<file path="config.mk">
export PLATFORM = sky130hd
export DESIGN_NAME = tri_lcb_seq_flat
export DESIGN_NICKNAME = d
export VERILOG_FILES = /design/src/rtl/tri_lcb_seq_pkg.sv /design/src/rtl/tri_lcb_seq_if.sv /design/src/rtl/tri_lcb_seq_act_timer.sv /design/src/rtl/tri_lcb_seq.sv /design/src/flat_wrapper.sv
export SDC_FILE = /design/constraint.sdc
export NUM_CORES = 1
export LEC_CHECK = 0
export ABC_AREA = 0
export BUFFER_PORTS_ARGS = -buffer_cell sky130_fd_sc_hd__buf_2
export CORE_MARGIN = 4
export CORE_UTILIZATION = 40
export CTS_CLUSTER_DIAMETER = 50
export DETAILED_ROUTE_END_ITERATION = 8
export HOLD_SLACK_MARGIN = 0.15
export PLACE_DENSITY = 0.59
export SLEW_MARGIN = 20
export SYNTH_ARGS = -nofsm -noshare
export SYNTH_HDL_FRONTEND = slang
export SYNTH_SLANG_ARGS = --single-unit
</file>
<file path="constraint.sdc">
create_clock -name clk -period 4 [get_ports clk]
set_clock_uncertainty 0.05 [all_clocks]
set_input_delay 0 -clock clk [delete_from_list [all_inputs] [get_ports clk]]
set_output_delay 0 -clock clk [all_outputs]
set_load 0.05 [all_outputs]
</file>
<file path="src/rtl/tri_lcb_seq_pkg.sv">
// Shared definitions for the tri_lcb_seq local clock-control sequencer:
// FSM state encoding and the minimum hold-stage count.
package tri_lcb_seq_pkg;

  // 3-bit binary state encoding
  localparam logic [2:0] POR_HOLD   = 3'd0;
  localparam logic [2:0] FUNC       = 3'd1;
  localparam logic [2:0] HOLD_ENTER = 3'd2;
  localparam logic [2:0] SHIFT      = 3'd3;
  localparam logic [2:0] HOLD_EXIT  = 3'd4;

  typedef enum logic [2:0] {
    StPorHold   = POR_HOLD,
    StFunc      = FUNC,
    StHoldEnter = HOLD_ENTER,
    StShift     = SHIFT,
    StHoldExit  = HOLD_EXIT
  } state_e;

  // thold_b must be held low for at least one cycle on every hold entry/exit
  localparam int unsigned THOLD_STAGES_MIN = 1;

  function automatic int unsigned clamp_stages(input int unsigned stages);
    return (stages < THOLD_STAGES_MIN) ? THOLD_STAGES_MIN : stages;
  endfunction

endpackage

</file>
<file path="src/rtl/tri_lcb_seq_if.sv">
// Requester/sequencer bundle for tri_lcb_seq. The master side (requesters)
// asks for bank writes and scan sessions; the slave side (sequencer) drives
// the LCB controls. Optional macro TRI_LCB_SEQ_ABORT_EN adds scan_abort and
// scan_aborted.
interface tri_lcb_seq_if #(
  parameter int unsigned NBANK      = 4,
  parameter int unsigned SCAN_CNT_W = 10
) ();

  logic [NBANK-1:0]      bank_wr_req;
  logic                  scan_req;
  logic [SCAN_CNT_W-1:0] scan_len;
  logic [NBANK-1:0]      act;
  logic                  thold_b;
  logic                  sg;
  logic                  force_t;
  logic                  d_mode;
  logic                  scan_busy;
  logic                  scan_done;
`ifdef TRI_LCB_SEQ_ABORT_EN
  logic                  scan_abort;
  logic                  scan_aborted;
`endif

  modport master (
    output bank_wr_req,
    output scan_req,
    output scan_len,
`ifdef TRI_LCB_SEQ_ABORT_EN
    output scan_abort,
    input  scan_aborted,
`endif
    input  act,
    input  thold_b,
    input  sg,
    input  force_t,
    input  d_mode,
    input  scan_busy,
    input  scan_done
  );

  modport slave (
    input  bank_wr_req,
    input  scan_req,
    input  scan_len,
`ifdef TRI_LCB_SEQ_ABORT_EN
    input  scan_abort,
    output scan_aborted,
`endif
    output act,
    output thold_b,
    output sg,
    output force_t,
    output d_mode,
    output scan_busy,
    output scan_done
  );

endinterface

</file>
<file path="src/rtl/tri_lcb_seq_act_timer.sv">
// Per-bank act generator: an idle counter that keeps act high for IDLE_CYC
// cycles after the last write request. Counter is cleared whenever cnt_en
// is low so a bank never carries stale idle time across a scan session.
module tri_lcb_seq_act_timer #(
  parameter int unsigned IDLE_CYC = 3
) (
  input  logic clk,
  input  logic rst,
  input  logic wr_req,
  input  logic act_en,
  input  logic cnt_en,
  output logic act
);

  localparam int unsigned CntW = (IDLE_CYC > 0) ? $clog2(IDLE_CYC + 1) : 1;

  logic [CntW-1:0] cnt_q, cnt_d;

  // Idle counter next state: reload on request, saturating decrement otherwise
  always_comb begin
    cnt_d = '0;
    if (cnt_en) begin
      if (wr_req) begin
        cnt_d = CntW'(IDLE_CYC);
      end else if (cnt_q != '0) begin
        cnt_d = cnt_q - CntW'(1);
      end
    end
  end

  // Idle counter register
  always_ff @(posedge clk or posedge rst) begin
    if (rst) begin
      cnt_q <= '0;
    end else begin
      cnt_q <= cnt_d;
    end
  end

  // act follows the request immediately and stretches while idle time remains
  always_comb begin
    act = act_en & (wr_req | (cnt_q != '0));
  end

endmodule

</file>
<file path="src/rtl/tri_lcb_seq.sv">
// Local clock-control sequencer for a group of NBANK latch banks. Runs the
// functional -> hold -> scan-shift -> hold -> functional handshake and
// produces per-bank act plus shared thold_b/sg/force_t/d_mode.
// Optional macro TRI_LCB_SEQ_ABORT_EN enables scan_abort/scan_aborted.
module tri_lcb_seq
  import tri_lcb_seq_pkg::*;
#(
  parameter int unsigned NBANK        = 4,
  parameter int unsigned SCAN_CNT_W   = 10,
  parameter int unsigned THOLD_STAGES = 2,
  parameter int unsigned IDLE_CYC     = 3
) (
  input logic          clk,
  input logic          rst,
  tri_lcb_seq_if.slave bus
);

  localparam int unsigned StgN = clamp_stages(THOLD_STAGES);
  localparam int unsigned StgW = (StgN > 1) ? $clog2(StgN) : 1;

  state_e                state_q, state_d;
  logic [StgW-1:0]       stg_cnt_q, stg_cnt_d;
  logic [SCAN_CNT_W-1:0] shift_cnt_q, shift_cnt_d;
  logic                  in_hold;
  logic                  stg_done;
  logic                  shift_last;
  logic                  accept;
  logic                  abort_take;

  logic thold_b_q, thold_b_d;
  logic sg_q, sg_d;
  logic force_t_q, force_t_d;
  logic d_mode_q, d_mode_d;
  logic scan_busy_q, scan_busy_d;
  logic scan_done_q, scan_done_d;

  logic [NBANK-1:0] act_w;
  logic             act_en;
  logic             cnt_en;

  assign in_hold    = (state_q == StPorHold) | (state_q == StHoldEnter) |
                      (state_q == StHoldExit);
  assign stg_done   = (stg_cnt_q == StgW'(StgN - 1));
  assign shift_last = (shift_cnt_q == SCAN_CNT_W'(1));
  assign accept     = (state_q == StFunc) & bus.scan_req;

`ifdef TRI_LCB_SEQ_ABORT_EN
  assign abort_take = (state_q == StShift) & bus.scan_abort;
`else
  assign abort_take = 1'b0;
`endif

  // State register
  always_ff @(posedge clk or posedge rst) begin
    if (rst) begin
      state_q <= StPorHold;
    end else begin
      state_q <= state_d;
    end
  end

  // Next-state logic
  always_comb begin
    state_d = state_q;
    unique case (state_q)
      StPorHold: begin
        if (stg_done) state_d = StFunc;
      end
      StFunc: begin
        if (bus.scan_req) state_d = StHoldEnter;
      end
      StHoldEnter: begin
        if (stg_done) state_d = (shift_cnt_q == '0) ? StHoldExit : StShift;
      end
      StShift: begin
        if (shift_last || abort_take) state_d = StHoldExit;
      end
      StHoldExit: begin
        if (stg_done) state_d = StFunc;
      end
      default: state_d = StPorHold;
    endcase
  end

  // Hold-stage and shift-length counters
  always_comb begin
    stg_cnt_d = '0;
    if (in_hold && !stg_done) begin
      stg_cnt_d = stg_cnt_q + StgW'(1);
    end

    shift_cnt_d = shift_cnt_q;
    if (accept) begin
      shift_cnt_d = bus.scan_len;
    end else if (state_q == StShift) begin
      // clear on exit so an aborted session leaves nothing behind
      shift_cnt_d = (state_d == StShift) ? shift_cnt_q - SCAN_CNT_W'(1) : '0;
    end
  end

  // Counter registers
  always_ff @(posedge clk or posedge rst) begin
    if (rst) begin
      stg_cnt_q   <= '0;
      shift_cnt_q <= '0;
    end else begin
      stg_cnt_q   <= stg_cnt_d;
      shift_cnt_q <= shift_cnt_d;
    end
  end

  // Output decode from next state so the registered outputs line up with state
  always_comb begin
    thold_b_d   = (state_d == StFunc) | (state_d == StShift);
    sg_d        = (state_d == StShift);
    force_t_d   = (state_d == StShift);
    d_mode_d    = (state_d == StShift);
    scan_busy_d = (state_d != StFunc);
    scan_done_d = (state_q == StHoldExit) & (state_d == StFunc);
  end

  // Registered outputs
  always_ff @(posedge clk or posedge rst) begin
    if (rst) begin
      thold_b_q   <= 1'b0;
      sg_q        <= 1'b0;
      force_t_q   <= 1'b0;
      d_mode_q    <= 1'b0;
      scan_busy_q <= 1'b1;
      scan_done_q <= 1'b0;
    end else begin
      thold_b_q   <= thold_b_d;
      sg_q        <= sg_d;
      force_t_q   <= force_t_d;
      d_mode_q    <= d_mode_d;
      scan_busy_q <= scan_busy_d;
      scan_done_q <= scan_done_d;
    end
  end

`ifdef TRI_LCB_SEQ_ABORT_EN
  logic scan_aborted_q, scan_aborted_d;

  // Abort flag: set when SHIFT is cut short, held until the next session starts
  always_comb begin
    scan_aborted_d = scan_aborted_q;
    if (accept) begin
      scan_aborted_d = 1'b0;
    end else if (abort_take) begin
      scan_aborted_d = 1'b1;
    end
  end

  // Abort flag register
  always_ff @(posedge clk or posedge rst) begin
    if (rst) begin
      scan_aborted_q <= 1'b0;
    end else begin
      scan_aborted_q <= scan_aborted_d;
    end
  end

  assign bus.scan_aborted = scan_aborted_q;
`endif

  // Counters only run while staying in FUNC; a scan accept clears them
  assign act_en = (state_q == StFunc);
  assign cnt_en = act_en & (state_d == StFunc);

  for (genvar i = 0; i < NBANK; i++) begin : g_bank
    tri_lcb_seq_act_timer #(
      .IDLE_CYC(IDLE_CYC)
    ) u_act_timer (
      .clk   (clk),
      .rst   (rst),
      .wr_req(bus.bank_wr_req[i]),
      .act_en(act_en),
      .cnt_en(cnt_en),
      .act   (act_w[i])
    );
  end

  assign bus.act       = act_w;
  assign bus.thold_b   = thold_b_q;
  assign bus.sg        = sg_q;
  assign bus.force_t   = force_t_q;
  assign bus.d_mode    = d_mode_q;
  assign bus.scan_busy = scan_busy_q;
  assign bus.scan_done = scan_done_q;

endmodule

</file>
<file path="src/flat_wrapper.sv">
// flat-port wrapper written by rule: the top's interface ports become plain ports
module tri_lcb_seq_flat import tri_lcb_seq_pkg::*;
#(
  parameter int unsigned NBANK        = 4,
  parameter int unsigned SCAN_CNT_W   = 10,
  parameter int unsigned THOLD_STAGES = 2,
  parameter int unsigned IDLE_CYC     = 3
)
  (clk, rst, bus_bank_wr_req, bus_scan_req, bus_scan_len, bus_act, bus_thold_b, bus_sg, bus_force_t, bus_d_mode, bus_scan_busy, bus_scan_done);
  tri_lcb_seq_if #(.NBANK(NBANK), .SCAN_CNT_W(SCAN_CNT_W)) bus_i ();
  input logic clk;
  input logic rst;
  input wire logic [$bits(bus_i.bank_wr_req)-1:0] bus_bank_wr_req;
  input wire logic [$bits(bus_i.scan_req)-1:0] bus_scan_req;
  input wire logic [$bits(bus_i.scan_len)-1:0] bus_scan_len;
  output wire logic [$bits(bus_i.act)-1:0] bus_act;
  output wire logic [$bits(bus_i.thold_b)-1:0] bus_thold_b;
  output wire logic [$bits(bus_i.sg)-1:0] bus_sg;
  output wire logic [$bits(bus_i.force_t)-1:0] bus_force_t;
  output wire logic [$bits(bus_i.d_mode)-1:0] bus_d_mode;
  output wire logic [$bits(bus_i.scan_busy)-1:0] bus_scan_busy;
  output wire logic [$bits(bus_i.scan_done)-1:0] bus_scan_done;
  assign bus_i.bank_wr_req = bus_bank_wr_req;
  assign bus_i.scan_req = bus_scan_req;
  assign bus_i.scan_len = bus_scan_len;
  assign bus_act = bus_i.act;
  assign bus_thold_b = bus_i.thold_b;
  assign bus_sg = bus_i.sg;
  assign bus_force_t = bus_i.force_t;
  assign bus_d_mode = bus_i.d_mode;
  assign bus_scan_busy = bus_i.scan_busy;
  assign bus_scan_done = bus_i.scan_done;
  tri_lcb_seq #(.NBANK(NBANK), .SCAN_CNT_W(SCAN_CNT_W), .THOLD_STAGES(THOLD_STAGES), .IDLE_CYC(IDLE_CYC)) u_core (.clk(clk), .rst(rst), .bus(bus_i));
endmodule
</file>
==> out/qor.yml <==
detailed_routing:
  wl_met1_um: 1353
  drc: 0
  routed_wl_um: 2907
  first_iter_violations: 22
  highest_layer: "met4"
  via_count: 1206
  via_per_inst: 5.313
  first_pass_iters: 4
  met3_length_um: 138
  drtAntennaViolNets: 0
  met2_length_um: 1399
  wl_per_cell_um: 12.81
floorplan:
  initial_core_util: 0.4151
  dieArea_um2: 4468
  core_um2: 3337
  dieHeight_um: 66.85
  die_w_um: 66.85
  rows: 21
  ios: 27
global_routing:
  antenna_found_initial: 0
  grt_pass1_vias: 1204
  overflow: 0
  grt_pass1_wl_um: 5154
  track_usage: 0.1472
  grt_max_degree: 27
timing:
  rsz0062_at_grt: "no"
  worstMarginPinSlew_ns: 0.9053
  hold_viol_final: 0
  fmax_mhz: 440.3
  fin_hold_ws_ns: 0.2304
  setup_viol: 0
  slew_headroom: 0.3927
  setup_tns_ns: 0
  min_period_ns: 2.271
  slew_violations: 0
  timing.final.crit_share: 0.5678
critical_path:
  critical_path.endpoint_type: "flip-flop"
  critical_path_required_ns: 4.17
  path_class: "reg2reg"
  crit_fanout: 12
  startpoint_type: "flip-flop"
  arrival_ns: 2.45
  reg2reg_slack_ns: 1.73
placed_design:
  portBuffers: 26
  dp.cells: 204
  place_congestion: 0.7985
  hpwl_um: 2031
power_and_ir_drop:
  p_int_uw: 671.2
  switchingPower_uw: 553.1
  vdd_ir_drop_max_v: 0.0002917
  combPwrFrac: 0.489
  p_seq_frac: 0.363
  p_leak_uw: 0.0007938
  power.share.clock: 0.148
  power_density_nw_per_um2: 700.4
  swShare: 0.4518
synthesis:
  postSynth.asyncResetShare: 1.000
  ys_seq_area_frac: 0.4706
  yosys_warnings: 0
  synth_area_um2: 1385
  synth.avg_cell_area_um2: 9.754
  yosys_register_bits: 26
  syn-instance-count: 142
  synth-main-ff-cell: "dfrtp_1"
  syn_nets: 162
  netlist-cell-type-count: 43
  synth_edf_count: 0
cts:
  clock-sinks: 26
  htreeDepth: 1
  clkLatencyLatePin_ns: 0.32
  clk_path_buf_depth: 2
  cts_buffers: 3
  path_clk_slew_ns: 0.14
  ctsResizeCount: 0
  cts_tree: "done"
  root_buffer: "clkbuf_4"
final_layout:
  nets: 202
  diodes: 0
  fin_cells: 227
  area_growth_pct: 26.20
  layout-drive-gt1-share: 0.1989
hold_path:
  hp-class: "in2async"
job:
  maxCapViolCount: 0
run_status:
  status: "completed"
cells in the final DEF, fill, tap and decap left out, drive strengths merged, types with 2 or more instances in the layout:
cell type,netlist,final
clkbuf,1,3
or3,3,3
a221o,2,2
nor4,2,2
inv,11,10
nor2b,2,2
buf,10,27
o21ai,8,8
nand3,4,4
dlygate4sd3,0,19
and3,2,2
ha,3,3
nor2,15,15
nand2,7,7
a22oi,7,7
o31a,7,7
a21oi,9,9
o22ai,2,2
dfrtp,25,25
metrics by stage:
stage          total power (µW)  utilization  setup WS [ns]  instance area [µm²]
2_1_floorplan             936.9            -          2.109                 1385
3_3_place_gp               1017       0.4511          1.857                 1505
3_5_place_dp               1029       0.4511          1.787                 1505
4_1_cts                    1230       0.5238          1.769                 1748
5_1_grt                    1321       0.5238          1.614                 1748
6_report                   1224       0.5238          1.729                 1748
worst max-delay path, cell delays in order, from the launching register on:
cell     delay [ns]
dfrtp_1        0.46
or3_1          0.49
o41ai_4        0.66
o22ai_1        0.19
a221o_1        0.33
final timing paths:
| kind | startpoint | endpoint | cells past startpoint |
|---|---|---|---|
| hold / removal | rst | u_core.g_bank[3].u_act_timer.cnt_q[0] | 3 |
| setup reg to reg | u_core.shift_cnt_q[5] | u_core.shift_cnt_q[2] | 4 |
| max in group asynchronous | rst | u_core.shift_cnt_q[8] | 3 |
| min in group clk | bus_scan_len[3] | u_core.shift_cnt_q[3] | 4 |
| setup / recovery | u_core.shift_cnt_q[5] | u_core.shift_cnt_q[2] | 4 |
| hold reg to reg | u_core.stg_cnt_q | u_core.stg_cnt_q | 1 |
flip-flops by register name, summed over array words and instances, names as in the netlist:
register,cells
u_core.bus.scan_done,1
u_core.state_q,3
u_core.bus.thold_b,1
u_core.bus.scan_busy,1
u_core.g_bank.u_act_timer.cnt_q,8
u_core.shift_cnt_q,10
u_core.stg_cnt_q,1
u_core.bus.sg,1
per-layer routing:
metal	global-route usage	up-vias
li1	-	588
met1	0.1873	592
met2	0.2587	24
met3	0.02192	2
met4	0.03807	0
met5	0	-
synth_stat cells (2+ instances only):
master | count | area share
a21oi_1 | 9 | 0.033
a221o_1 | 2 | 0.014
a22oi_1 | 7 | 0.038
and3_1 | 2 | 0.0090
buf_2 | 3 | 0.011
buf_4 | 6 | 0.033
dfrtp_1 | 25 | 0.45
ha_1 | 3 | 0.027
inv_1 | 11 | 0.030
nand2_1 | 7 | 0.019
nand3_1 | 4 | 0.014
nor2_1 | 15 | 0.041
nor2b_1 | 2 | 0.0090
nor4_1 | 2 | 0.0090
o21ai_0 | 6 | 0.022
o21ai_1 | 2 | 0.0072
o22ai_1 | 2 | 0.0090
o31a_1 | 7 | 0.044
or3_1 | 3 | 0.014
cell families (layout without fill, tap and decap cells):
group | after synthesis | after routing | synth area share
simple gates | 46 | 46 | 0.1753
buf+inv | 22 | 61 | 0.08400
xor+xnor | 2 | 2 | 0.01265
fa+ha+maj | 3 | 3 | 0.02710
flops | 26 | 26 | 0.4706
compound gates | 43 | 43 | 0.2304
power by group through the flow:
stage | clock network (µW) | registers, µW | logic (µW)
global route | 196 | 458 | 667
detailed placement | 0 | 448 | 581
floorplan | 0 | 479 | 458
finish | 181 | 445 | 599
CTS | 188 | 442 | 600
global placement | 0 | 441 | 576
cell type report:
| class | count | area (µm²) |
|---|---|---|
| clock inverters | 1 | 30.03 |
| fillers | 343 | 1589 |
| clock buffers | 3 | 22.52 |
| flip-flops and latches | 26 | 651.9 |
| well taps | 46 | 57.56 |
| repair buffers | 46 | 327.8 |
| multi-input cells | 94 | 616.8 |
| inverters | 11 | 41.29 |
repair_timing:
item / CTS / global route
hold endpoints to repair: 43 / 0
hold buffers: 19 / 0
setup buffers: 0 / 0
Power figures use the tool's default switching activity.
